File: config.mk
export PLATFORM = sky130hd
export DESIGN_NAME = id_stage_piped_flat
export DESIGN_NICKNAME = d
export VERILOG_FILES = /design/src/rtl/id_stage_piped_if.sv /design/src/rtl/id_stage_piped.sv /design/src/flat_wrapper.sv
export SDC_FILE = /design/constraint.sdc
export NUM_CORES = 2
export LEC_CHECK = 0
export ABC_CLOCK_PERIOD_IN_PS = 2850
export BUFFER_PORTS_ARGS = -buffer_cell sky130_fd_sc_hd__buf_4
export CAP_MARGIN = 25
export CORE_ASPECT_RATIO = 1.2
export CORE_UTILIZATION = 58
export CTS_BUF_LIST = sky130_fd_sc_hd__clkbuf_4 sky130_fd_sc_hd__clkbuf_8
export DETAILED_ROUTE_END_ITERATION = 16
export PLACE_DENSITY = 0.79
export REMOVE_ABC_BUFFERS = 1
export SYNTH_ARGS = -nofsm -noshare
export SYNTH_HDL_FRONTEND = slang
export SYNTH_SLANG_ARGS = --single-unit
File: constraint.sdc
create_clock -name clk -period 2.85 [get_ports clk]
set_input_delay 0.1425 -clock clk [delete_from_list [all_inputs] [get_ports clk]]
set_output_delay 0.1425 -clock clk [all_outputs]
set_load 0.05 [all_outputs]
File: src/rtl/id_stage_piped_if.sv
// Bus bundle for id_stage_piped: fetch-side inputs, writeback port and the ID/EX register outputs.
// The master drives the instruction/control/writeback inputs; the slave is the decode stage.
interface id_stage_piped_if #(
  parameter int XLEN = 32
);
  logic            if_valid;
  logic [31:0]     instruction_in;
  logic [XLEN-1:0] pc_in;
  logic            id_stall;
  logic            id_flush;
  logic            reg_file_wr_en;
  logic [4:0]      reg_file_wr_addr;
  logic [XLEN-1:0] reg_file_wr_data;

  logic            id_ex_valid;
  logic [XLEN-1:0] id_ex_pc;
  logic [XLEN-1:0] id_ex_op1;
  logic [XLEN-1:0] id_ex_op2;
  logic [4:0]      id_ex_rs1;
  logic [4:0]      id_ex_rs2;
  logic [4:0]      id_ex_rd;
  logic [XLEN-1:0] id_ex_imm;
  logic [6:0]      id_ex_opcode;
  logic [2:0]      id_ex_func3;
  logic [6:0]      id_ex_func7;
  logic            id_ex_invalid;

  modport master (
    output if_valid, instruction_in, pc_in, id_stall, id_flush,
           reg_file_wr_en, reg_file_wr_addr, reg_file_wr_data,
    input  id_ex_valid, id_ex_pc, id_ex_op1, id_ex_op2, id_ex_rs1, id_ex_rs2, id_ex_rd,
           id_ex_imm, id_ex_opcode, id_ex_func3, id_ex_func7, id_ex_invalid
  );

  modport slave (
    input  if_valid, instruction_in, pc_in, id_stall, id_flush,
           reg_file_wr_en, reg_file_wr_addr, reg_file_wr_data,
    output id_ex_valid, id_ex_pc, id_ex_op1, id_ex_op2, id_ex_rs1, id_ex_rs2, id_ex_rd,
           id_ex_imm, id_ex_opcode, id_ex_func3, id_ex_func7, id_ex_invalid
  );
endinterface

File: src/rtl/id_stage_piped.sv
// RV32 decode stage: register file, immediate generation, illegal check and a registered ID/EX stage.
// Optional macro ID_WB_BYPASS_EN makes a same-cycle writeback visible to the operand read.
module id_stage_piped #(
  parameter int XLEN     = 32,
  parameter int NUM_REGS = 32
) (
  input  logic               clk,
  input  logic               rst,
  id_stage_piped_if.slave    bus
);
  localparam logic [31:0] NOP_INSTR = 32'h0000_0013;
  localparam int          AW        = $clog2(NUM_REGS);
  localparam logic [5:0]  NR        = 6'(NUM_REGS);

  localparam logic [6:0] OPC_LUI    = 7'b0110111;
  localparam logic [6:0] OPC_AUIPC  = 7'b0010111;
  localparam logic [6:0] OPC_JAL    = 7'b1101111;
  localparam logic [6:0] OPC_JALR   = 7'b1100111;
  localparam logic [6:0] OPC_BRANCH = 7'b1100011;
  localparam logic [6:0] OPC_LOAD   = 7'b0000011;
  localparam logic [6:0] OPC_STORE  = 7'b0100011;
  localparam logic [6:0] OPC_OPIMM  = 7'b0010011;
  localparam logic [6:0] OPC_OP     = 7'b0110011;

  typedef struct packed {
    logic            valid;
    logic [XLEN-1:0] pc;
    logic [XLEN-1:0] op1;
    logic [XLEN-1:0] op2;
    logic [4:0]      rs1;
    logic [4:0]      rs2;
    logic [4:0]      rd;
    logic [XLEN-1:0] imm;
    logic [6:0]      opcode;
    logic [2:0]      func3;
    logic [6:0]      func7;
    logic            invalid;
  } idex_t;

  logic [31:0]     inst;
  logic [6:0]      opcode;
  logic [4:0]      rd, rs1, rs2;
  logic [31:0]     imm32;
  logic            known, uses_rd, uses_rs1, uses_rs2, illegal;
  logic            wr_hit;
  logic [NUM_REGS-1:0] wr_sel;
  logic [XLEN-1:0] regs_q [NUM_REGS];
  idex_t           idex_q, idex_d, bubble;

  function automatic logic idx_ok(input logic [4:0] idx);
    return {1'b0, idx} < NR;
  endfunction

  assign inst   = bus.if_valid ? bus.instruction_in : NOP_INSTR;
  assign opcode = inst[6:0];
  assign rd     = inst[11:7];
  assign rs1    = inst[19:15];
  assign rs2    = inst[24:20];

  assign wr_hit = bus.reg_file_wr_en && (bus.reg_file_wr_addr != 5'd0) && idx_ok(bus.reg_file_wr_addr);

  generate
    for (genvar gi = 0; gi < NUM_REGS; gi++) begin : g_wsel
      assign wr_sel[gi] = wr_hit && (bus.reg_file_wr_addr == 5'(gi));
    end
  endgenerate

  // Reset clears the whole file, so this stays in fabric registers rather than block RAM.
  always_ff @(posedge clk) begin
    for (int i = 0; i < NUM_REGS; i++) begin
      if (rst)            regs_q[i] <= '0;
      else if (wr_sel[i]) regs_q[i] <= bus.reg_file_wr_data;
    end
  end

  function automatic logic [XLEN-1:0] read_reg(input logic [4:0] idx);
    logic [XLEN-1:0] val;
    val = '0;
    if (idx != 5'd0 && idx_ok(idx)) begin
      val = regs_q[idx[AW-1:0]];
`ifdef ID_WB_BYPASS_EN
      if (wr_hit && bus.reg_file_wr_addr == idx) val = bus.reg_file_wr_data;
`endif
    end
    return val;
  endfunction

  always_comb begin
    imm32 = {{20{inst[31]}}, inst[31:20]};
    case (opcode)
      OPC_STORE:           imm32 = {{20{inst[31]}}, inst[31:25], inst[11:7]};
      OPC_BRANCH:          imm32 = {{19{inst[31]}}, inst[31], inst[7], inst[30:25], inst[11:8], 1'b0};
      OPC_JAL:             imm32 = {{11{inst[31]}}, inst[31], inst[19:12], inst[20], inst[30:21], 1'b0};
      OPC_LUI, OPC_AUIPC:  imm32 = {inst[31:12], 12'b0};
      default:             imm32 = {{20{inst[31]}}, inst[31:20]};
    endcase
  end

  always_comb begin
    known    = 1'b1;
    uses_rd  = 1'b0;
    uses_rs1 = 1'b0;
    uses_rs2 = 1'b0;
    case (opcode)
      OPC_LUI, OPC_AUIPC, OPC_JAL:      uses_rd = 1'b1;
      OPC_JALR, OPC_LOAD, OPC_OPIMM:    begin uses_rd = 1'b1; uses_rs1 = 1'b1; end
      OPC_BRANCH, OPC_STORE:            begin uses_rs1 = 1'b1; uses_rs2 = 1'b1; end
      OPC_OP:                           begin uses_rd = 1'b1; uses_rs1 = 1'b1; uses_rs2 = 1'b1; end
      default:                          known = 1'b0;
    endcase
    illegal = (inst[1:0] != 2'b11) || !known
            || (uses_rd && !idx_ok(rd)) || (uses_rs1 && !idx_ok(rs1)) || (uses_rs2 && !idx_ok(rs2));
  end

  always_comb begin
    idex_d         = '0;
    idex_d.valid   = bus.if_valid;
    idex_d.pc      = bus.pc_in;
    idex_d.op1     = read_reg(rs1);
    idex_d.op2     = read_reg(rs2);
    idex_d.rs1     = rs1;
    idex_d.rs2     = rs2;
    idex_d.rd      = rd;
    idex_d.imm     = XLEN'(signed'(imm32));
    idex_d.opcode  = opcode;
    idex_d.func3   = inst[14:12];
    idex_d.func7   = inst[31:25];
    idex_d.invalid = bus.if_valid & illegal;
  end

  // Flush bubble carries the canonical NOP opcode so execute sees an ADDI rather than opcode 0.
  always_comb begin
    bubble        = '0;
    bubble.opcode = OPC_OPIMM;
  end

  always_ff @(posedge clk) begin
    if (rst)               idex_q <= '0;
    else if (bus.id_flush) idex_q <= bubble;
    else if (!bus.id_stall) idex_q <= idex_d;
  end

  assign bus.id_ex_valid   = idex_q.valid;
  assign bus.id_ex_pc      = idex_q.pc;
  assign bus.id_ex_op1     = idex_q.op1;
  assign bus.id_ex_op2     = idex_q.op2;
  assign bus.id_ex_rs1     = idex_q.rs1;
  assign bus.id_ex_rs2     = idex_q.rs2;
  assign bus.id_ex_rd      = idex_q.rd;
  assign bus.id_ex_imm     = idex_q.imm;
  assign bus.id_ex_opcode  = idex_q.opcode;
  assign bus.id_ex_func3   = idex_q.func3;
  assign bus.id_ex_func7   = idex_q.func7;
  assign bus.id_ex_invalid = idex_q.invalid;
endmodule

File: src/flat_wrapper.sv
// flat-port wrapper written by rule: the top's interface ports become plain ports
module id_stage_piped_flat 
#(
  parameter int XLEN     = 32,
  parameter int NUM_REGS = 32
)
  (clk, rst, bus_if_valid, bus_instruction_in, bus_pc_in, bus_id_stall, bus_id_flush, bus_reg_file_wr_en, bus_reg_file_wr_addr, bus_reg_file_wr_data, bus_id_ex_valid, bus_id_ex_pc, bus_id_ex_op1, bus_id_ex_op2, bus_id_ex_rs1, bus_id_ex_rs2, bus_id_ex_rd, bus_id_ex_imm, bus_id_ex_opcode, bus_id_ex_func3, bus_id_ex_func7, bus_id_ex_invalid);
  id_stage_piped_if #(.XLEN(XLEN)) bus_i ();
  input  logic clk;
  input  logic rst;
  input wire logic [$bits(bus_i.if_valid)-1:0] bus_if_valid;
  input wire logic [$bits(bus_i.instruction_in)-1:0] bus_instruction_in;
  input wire logic [$bits(bus_i.pc_in)-1:0] bus_pc_in;
  input wire logic [$bits(bus_i.id_stall)-1:0] bus_id_stall;
  input wire logic [$bits(bus_i.id_flush)-1:0] bus_id_flush;
  input wire logic [$bits(bus_i.reg_file_wr_en)-1:0] bus_reg_file_wr_en;
  input wire logic [$bits(bus_i.reg_file_wr_addr)-1:0] bus_reg_file_wr_addr;
  input wire logic [$bits(bus_i.reg_file_wr_data)-1:0] bus_reg_file_wr_data;
  output wire logic [$bits(bus_i.id_ex_valid)-1:0] bus_id_ex_valid;
  output wire logic [$bits(bus_i.id_ex_pc)-1:0] bus_id_ex_pc;
  output wire logic [$bits(bus_i.id_ex_op1)-1:0] bus_id_ex_op1;
  output wire logic [$bits(bus_i.id_ex_op2)-1:0] bus_id_ex_op2;
  output wire logic [$bits(bus_i.id_ex_rs1)-1:0] bus_id_ex_rs1;
  output wire logic [$bits(bus_i.id_ex_rs2)-1:0] bus_id_ex_rs2;
  output wire logic [$bits(bus_i.id_ex_rd)-1:0] bus_id_ex_rd;
  output wire logic [$bits(bus_i.id_ex_imm)-1:0] bus_id_ex_imm;
  output wire logic [$bits(bus_i.id_ex_opcode)-1:0] bus_id_ex_opcode;
  output wire logic [$bits(bus_i.id_ex_func3)-1:0] bus_id_ex_func3;
  output wire logic [$bits(bus_i.id_ex_func7)-1:0] bus_id_ex_func7;
  output wire logic [$bits(bus_i.id_ex_invalid)-1:0] bus_id_ex_invalid;
  assign bus_i.if_valid = bus_if_valid;
  assign bus_i.instruction_in = bus_instruction_in;
  assign bus_i.pc_in = bus_pc_in;
  assign bus_i.id_stall = bus_id_stall;
  assign bus_i.id_flush = bus_id_flush;
  assign bus_i.reg_file_wr_en = bus_reg_file_wr_en;
  assign bus_i.reg_file_wr_addr = bus_reg_file_wr_addr;
  assign bus_i.reg_file_wr_data = bus_reg_file_wr_data;
  assign bus_id_ex_valid = bus_i.id_ex_valid;
  assign bus_id_ex_pc = bus_i.id_ex_pc;
  assign bus_id_ex_op1 = bus_i.id_ex_op1;
  assign bus_id_ex_op2 = bus_i.id_ex_op2;
  assign bus_id_ex_rs1 = bus_i.id_ex_rs1;
  assign bus_id_ex_rs2 = bus_i.id_ex_rs2;
  assign bus_id_ex_rd = bus_i.id_ex_rd;
  assign bus_id_ex_imm = bus_i.id_ex_imm;
  assign bus_id_ex_opcode = bus_i.id_ex_opcode;
  assign bus_id_ex_func3 = bus_i.id_ex_func3;
  assign bus_id_ex_func7 = bus_i.id_ex_func7;
  assign bus_id_ex_invalid = bus_i.id_ex_invalid;
  id_stage_piped #(.XLEN(XLEN), .NUM_REGS(NUM_REGS)) u_core (.clk(clk), .rst(rst), .bus(bus_i));
endmodule
## Word-level counts from Yosys, hierarchy flattened

Memories as Yosys holds them, arrays and structs flattened.
Cells that the tools add are included.

| cells by class | value |
|---|---|
| magnitude comparators | 0 |
| muxes and demuxes | 137 |
| bitwise operators | 33 |
| div/mod/pow operators | 0 |
| multipliers | 0 |
| reductions and logical operators | 42 |
| equal/unequal tests | 42 |
| shift-type cells | 0 |
| $add $sub $neg | 0 |

Operators by type and width:

| kind | number |
|---|---|
| two-way mux 32 bit | 35 |
| one-hot mux 31 bit (4 select lines) | 1 |
| two-way mux 1 bit | 99 |
| == test 5 bit, second input constant | 16 |
| == test 5 x 4 -> 1 bit, second input constant | 8 |
| logical AND 1 bit | 33 |
| two-way mux 16 bit | 2 |
| bitwise OR 1 bit | 32 |
| == test 7 x 6 -> 1 bit, second input constant | 3 |
| == test 7 bit, second input constant | 3 |
| == test 5 x 3 -> 1 bit, second input constant | 4 |
| nonzero test 5 bit | 3 |
| == test 7 x 5 -> 1 bit, second input constant | 2 |
| == test 5 x 2 -> 1 bit, second input constant | 2 |
| OR reduction 9 bit | 1 |
| == test 7 x 2 -> 1 bit, second input constant | 1 |
| == test 5 x 1 -> 1 bit, second input constant | 1 |
| zero test 5 bit | 1 |
| OR reduction 2 bit | 2 |
| != test 2 x 1 -> 1 bit, second input constant | 1 |
| != test 2 bit, second input constant | 1 |
| AND 1 bit | 1 |
| zero test 1 bit | 1 |
| logical OR 1 bit | 1 |

| storage, ports and cells | value |
|---|---|
| bits in latches | 0 |
| flip-flop bits (word level) | 162 |
| memories | 1 |
| memory bits (writable) | 1024 |
| output and inout bits | 162 |
| memory bits (read-only) | 0 |

Memory list:

| memory | words | width | rd ports | clocked after memory_dff | wr ports | RTL line | text |
|---|---|---|---|---|---|---|---|
| u_core.regs_q | 32 | 32 | 2 | 0 | 32 | id_stage_piped.sv:47 | `logic [XLEN-1:0] regs_q [NUM_REGS];` |

## Logic depth before layout (Yosys ltp)

| logic depth | value |
|---|---|
| depth in word-level cells | 9 |
| mapped depth | 9 |
| gate-level depth less buffers | 5 |

## Worst setup path after synthesis

No wires, ideal clock.

| timing | value |
|---|---|
| path type | input to register |
| from | in bus_reg_file_wr_addr[0] |
| to | mem u_core.regs_q[17][0], enable pin |
| stages | 4 |
| setup time | 428 ps |
| buffers on the path | 1 |
| setup slack | 91 ps |
| data arrival time | 2331 ps |
| cell sequence | clkbuf_1 > nor2b_1 > nand2_1 > o21bai_1 |

RTL lines:

| item | RTL line | text |
|---|---|---|
| start: declaration | flat_wrapper.sv:17 | `input wire logic [$bits(bus_i.reg_file_wr_addr)-1:0] bus_reg_file_wr_addr;` |
| end: declaration | id_stage_piped.sv:47 |  |

## Worst setup path after layout

| timing | value |
|---|---|
| from | in bus_if_valid |
| to | reg u_core.idex_q, in the netlist u_core.bus.id_ex_imm[3] |

| on the way | value |
|---|---|
| cells in the longest elaborated chain, start to end | 4 |

Ends and longest elaborated chain:

| item | RTL line | text |
|---|---|---|
| start: declaration | flat_wrapper.sv:11 | `input wire logic [$bits(bus_i.if_valid)-1:0] bus_if_valid;` |
| two-way mux 32 bit * | id_stage_piped.sv:54 | `assign inst = bus.if_valid ? bus.instruction_in : NOP_INSTR;` |
| == test 7 x 6 -> 1 bit or == test 7 x 5 -> 1 bit (tied branches) | -- |  |
| OR reduction 2 bit | id_stage_piped.sv:90 | `case (opcode)` |
| one-hot mux 31 bit (4 select lines) * | id_stage_piped.sv:90 |  |
| end signal: assignment | id_stage_piped.sv:139 | `else if (bus.id_flush) idex_q <= bubble;` |
| end signal: assignment | id_stage_piped.sv:140 | `else if (!bus.id_stall) idex_q <= idex_d;` |
| end: declaration | id_stage_piped.sv:48 | `idex_t idex_q, idex_d, bubble;` |

Every way passes the cells marked *; elsewhere a longest branch is shown, timed or not.
A chain may end at the register's enable or synchronous reset.

==> results.cfg <==
[yosys]
synth.avg_cell_area_um2 = 11.9
ys_types = 64
seq_area_frac_synth = 0.550
yosys.area.top_type = edfxtp_1
yosysWarnings = 0
synth_ff_type = edfxtp_1
netlist_area_um2 = 61800
synth-async-reset-ratio = 0
synthTopCellsByArea = edfxtp_1 (50%), and2_1 (10%), mux2i_1 (6.7%), dfxtp_1 (5.2%), mux4_2 (4.7%)
postSynthCellCount = 5178
synth-seq-cells = 1185
synth_top_area_frac = 0.497
synth-edff-count = 1024

[sta]
finalHoldViolations = 0
post-route-period-util = 0.868
tightestPinTransition_ns = 0.959
timing.hold.ws_ns = 0.0590
fmaxAchievable_ghz = 0.404
skew_ns = 0.0356
rsz0062_at_grt = no
fin_crit_ns = 2.47
slew_headroom = 0.359
slew_violations = 0
fin_ws_ns = 0.376
setup_viol = 0

[detailed_routing]
num_vias = 48958
wirelength_mm = 219
antenna_left = 0
via_per_inst = 6.98
wl_per_cell_um = 31.3
drc = 0
drt-initial-drc-count = 7612
dr.pass1.iters = 9

[die]
io-pin-count = 269
start_util = 0.587
die_h_um = 360
dieArea_um2 = 108000
fp.dieW_um = 300
num_rows = 130
core_um2 = 105000

[job]
cap_violations = 0

[final_layout]
fin_nets = 5576
areaGrowthSynthToFinish_pct = 15.6
finalNonFillerCells = 7018
fill_cells = 7232
drive_gt1_frac = 0.199

[power_and_ir_drop]
pwr-share-seq = 0.505
switching_share = 0.271
power.internal_mw = 29.3
p_per_area_nw_per_um2 = 562
power.switching_mw = 10.9
comb_power_share = 0.137
pwr-share-clk = 0.358
power.leakage_nw = 26.8
max-vdd-ir-drop_mv = 0.392

[cts]
path_clk_slew_ns = 0.06
cts_tree = built
ctsResizeCount = 0
cts.htree.levels = 4
cts_hold_buf = 151
cts_setup_buffers = 0
cts_buffer_depth = 3
clock_sinks = 1185
numCtsBuffers = 179
root_buffer = clkbuf_8
clk-insertion-delay-late_ns = 0.93

[outcome]
status = completed

[critical_path]
r2r_start = u_core.regs_q[25][30]
crit_start = bus_if_valid
max_stage_delay_ns = 0.57
worstPathCellList = dlygate4sd3_1 -> buf_6 -> buf_12 -> nand4_1 -> a2bb2oi_1 -> nor2_1 -> o2bb2ai_1 -> dlygate4sd3_1
critPathArrivalTime_ns = 3.34
slowest_stage = dlygate4sd3_1
cp_max_fo = 40
cp.required_ns = 3.71
critical-path-top-delay-family = buffers and inverters
critPathBufInv = 4
start_kind = primary input
crit_type = primary input to flop
end_kind = flop
crit_path_frequent_cell = dlygate4sd3_1

[place]
gp_congestion = 0.944
port_buffers = 268
placed_cells = 6523
dp_slack_ns = 0.229
dpl.hpwl_mm = 131

[global_routing]
grt_pass1_wl_mm = 312
grt_antenna_before_repair = 20
grt_pass1_vias = 48157
grt_usage = 0.397
grt-ovfl-total = 0
grt_max_degree = 147

[hold_path]
hold_path.class = primary input to flop
hold_start = bus_instruction_in[14]
## per-stage QoR
step,TNS [ns],power (mW),util,cell area [µm²]
4_1_cts,0,39.9,0.679,71500
6_report,0,40.2,0.679,71500
2_1_floorplan,-121.15,23.1,-,59600
5_1_grt,0,41.0,0.679,71500
3_5_place_dp,0,25.7,0.630,66300
3_3_place_gp,0,25.5,0.630,66300
## power by group through the flow
| stage | Sequential, mW | Combinational (mW) | Clock [mW] |
|---|---|---|---|
| finish | 20.3 | 5.51 | 14.4 |
| global route | 20.3 | 5.65 | 15.0 |
| CTS | 20.2 | 5.29 | 14.3 |
| detailed placement | 20.6 | 5.10 | 0 |
| global placement | 20.5 | 5.02 | 0 |
| floorplan | 20.7 | 2.38 | 0 |
## cell families after synthesis
kind of cell / Yosys count / synth area share
compound gates: 1166 / 0.135
buf+inv: 652 / 0.0433
flops: 1185 / 0.550
mux: 643 / 0.132
other cells: 1 / 0.0000607
simple gates: 1531 / 0.140
## Yosys cell counts (all sizes together) (2+ instances only)
library cell / instances
a211o: 34
a211oi: 34
a21o: 4
a21oi: 226
a221oi: 127
a22o: 92
a22oi: 34
a311oi: 2
a31o: 5
a31oi: 71
a32o: 32
a32oi: 32
a41o: 5
and2: 1002
and3: 2
buf: 149
clkbuf: 405
dfxtp: 161
edfxtp: 1024
inv: 98
mux2: 100
mux2i: 414
mux4: 129
nand2: 193
nand2b: 100
nand3: 8
nand3b: 3
nand4: 5
nor2: 189
nor2b: 11
nor3: 9
nor3b: 3
o211ai: 3
o21a: 2
o21ai: 118
o21bai: 18
o221a: 61
o221ai: 32
o22a: 2
o22ai: 159
o2bb2ai: 4
o31ai: 63
or2: 2
## layer usage
layer  part of all wire  global-route usage  wire [µm]
met4              0.065               0.239      14300
met2               0.45               0.613      99400
met1               0.33               0.478      71900
met5            0.00034                   0         74
met3               0.15               0.140      33700
## worst reg2reg max path, cell delays in order (launching register included)
cell and delay (ns):
edfxtp_1 0.41, mux4_2 0.46, nor2b_1 0.14, a2111oi_0 0.57, nor2_1 0.09, a32o_1 0.28
## cell type report
type / instances / area [µm²] / share of cell area
sequential: 1185 / 34000 / 0.475
multi-input combinational: 3372 / 25700 / 0.360
timing repair buffer: 633 / 6010 / 0.0841
clock buffer: 265 / 3230 / 0.0452
tap: 1386 / 1730 / 0.0243
clock inverter: 70 / 398 / 0.00557
inverter: 98 / 373 / 0.00522
antenna: 9 / 22.5 / 0.000315
## final timing paths
check | end | slack [ns] | depth (start not counted)
hold reg to reg | u_core.bus.id_ex_op2[9] | 0.46 | 2
setup / recovery | u_core.bus.id_ex_imm[3] | 0.38 | 8
setup reg to reg | u_core.bus.id_ex_op1[30] | 0.80 | 5
hold / removal | u_core.bus.id_ex_func3[2] | 0.06 | 4
## registers in the layout, summed over array words and instances (netlist names)
signal / flops
u_core.bus.id_ex_op2: 32
u_core.bus.id_ex_imm: 32
u_core.bus.id_ex_func3: 3
u_core.bus.id_ex_rs2: 5
u_core.regs_q: 1024
u_core.bus.id_ex_pc: 32
u_core.bus.id_ex_valid: 1
u_core.bus.id_ex_invalid: 1
u_core.bus.id_ex_rd: 5
u_core.bus.id_ex_rs1: 5
u_core.bus.id_ex_func7: 6
u_core.bus.id_ex_opcode: 7
u_core.bus.id_ex_op1: 32
## layout by cell type, fill, tap and decap left out, types with 71 or more instances in the layout
cell type	n
mux2_2	100
nand2_1	189
nor2_1	157
a31oi_1	71
o22ai_1	159
dfxtp_1	161
and2_1	998
buf_4	409
dlygate4sd3_1	151
a21oi_1	226
nand2b_1	99
a22o_1	92
clkbuf_8	200
a221oi_1	127
inv_1	97
o21ai_0	116
mux4_2	129
mux2i_1	414
edfxtp_1	1024
Power figures use the tool's default switching activity.
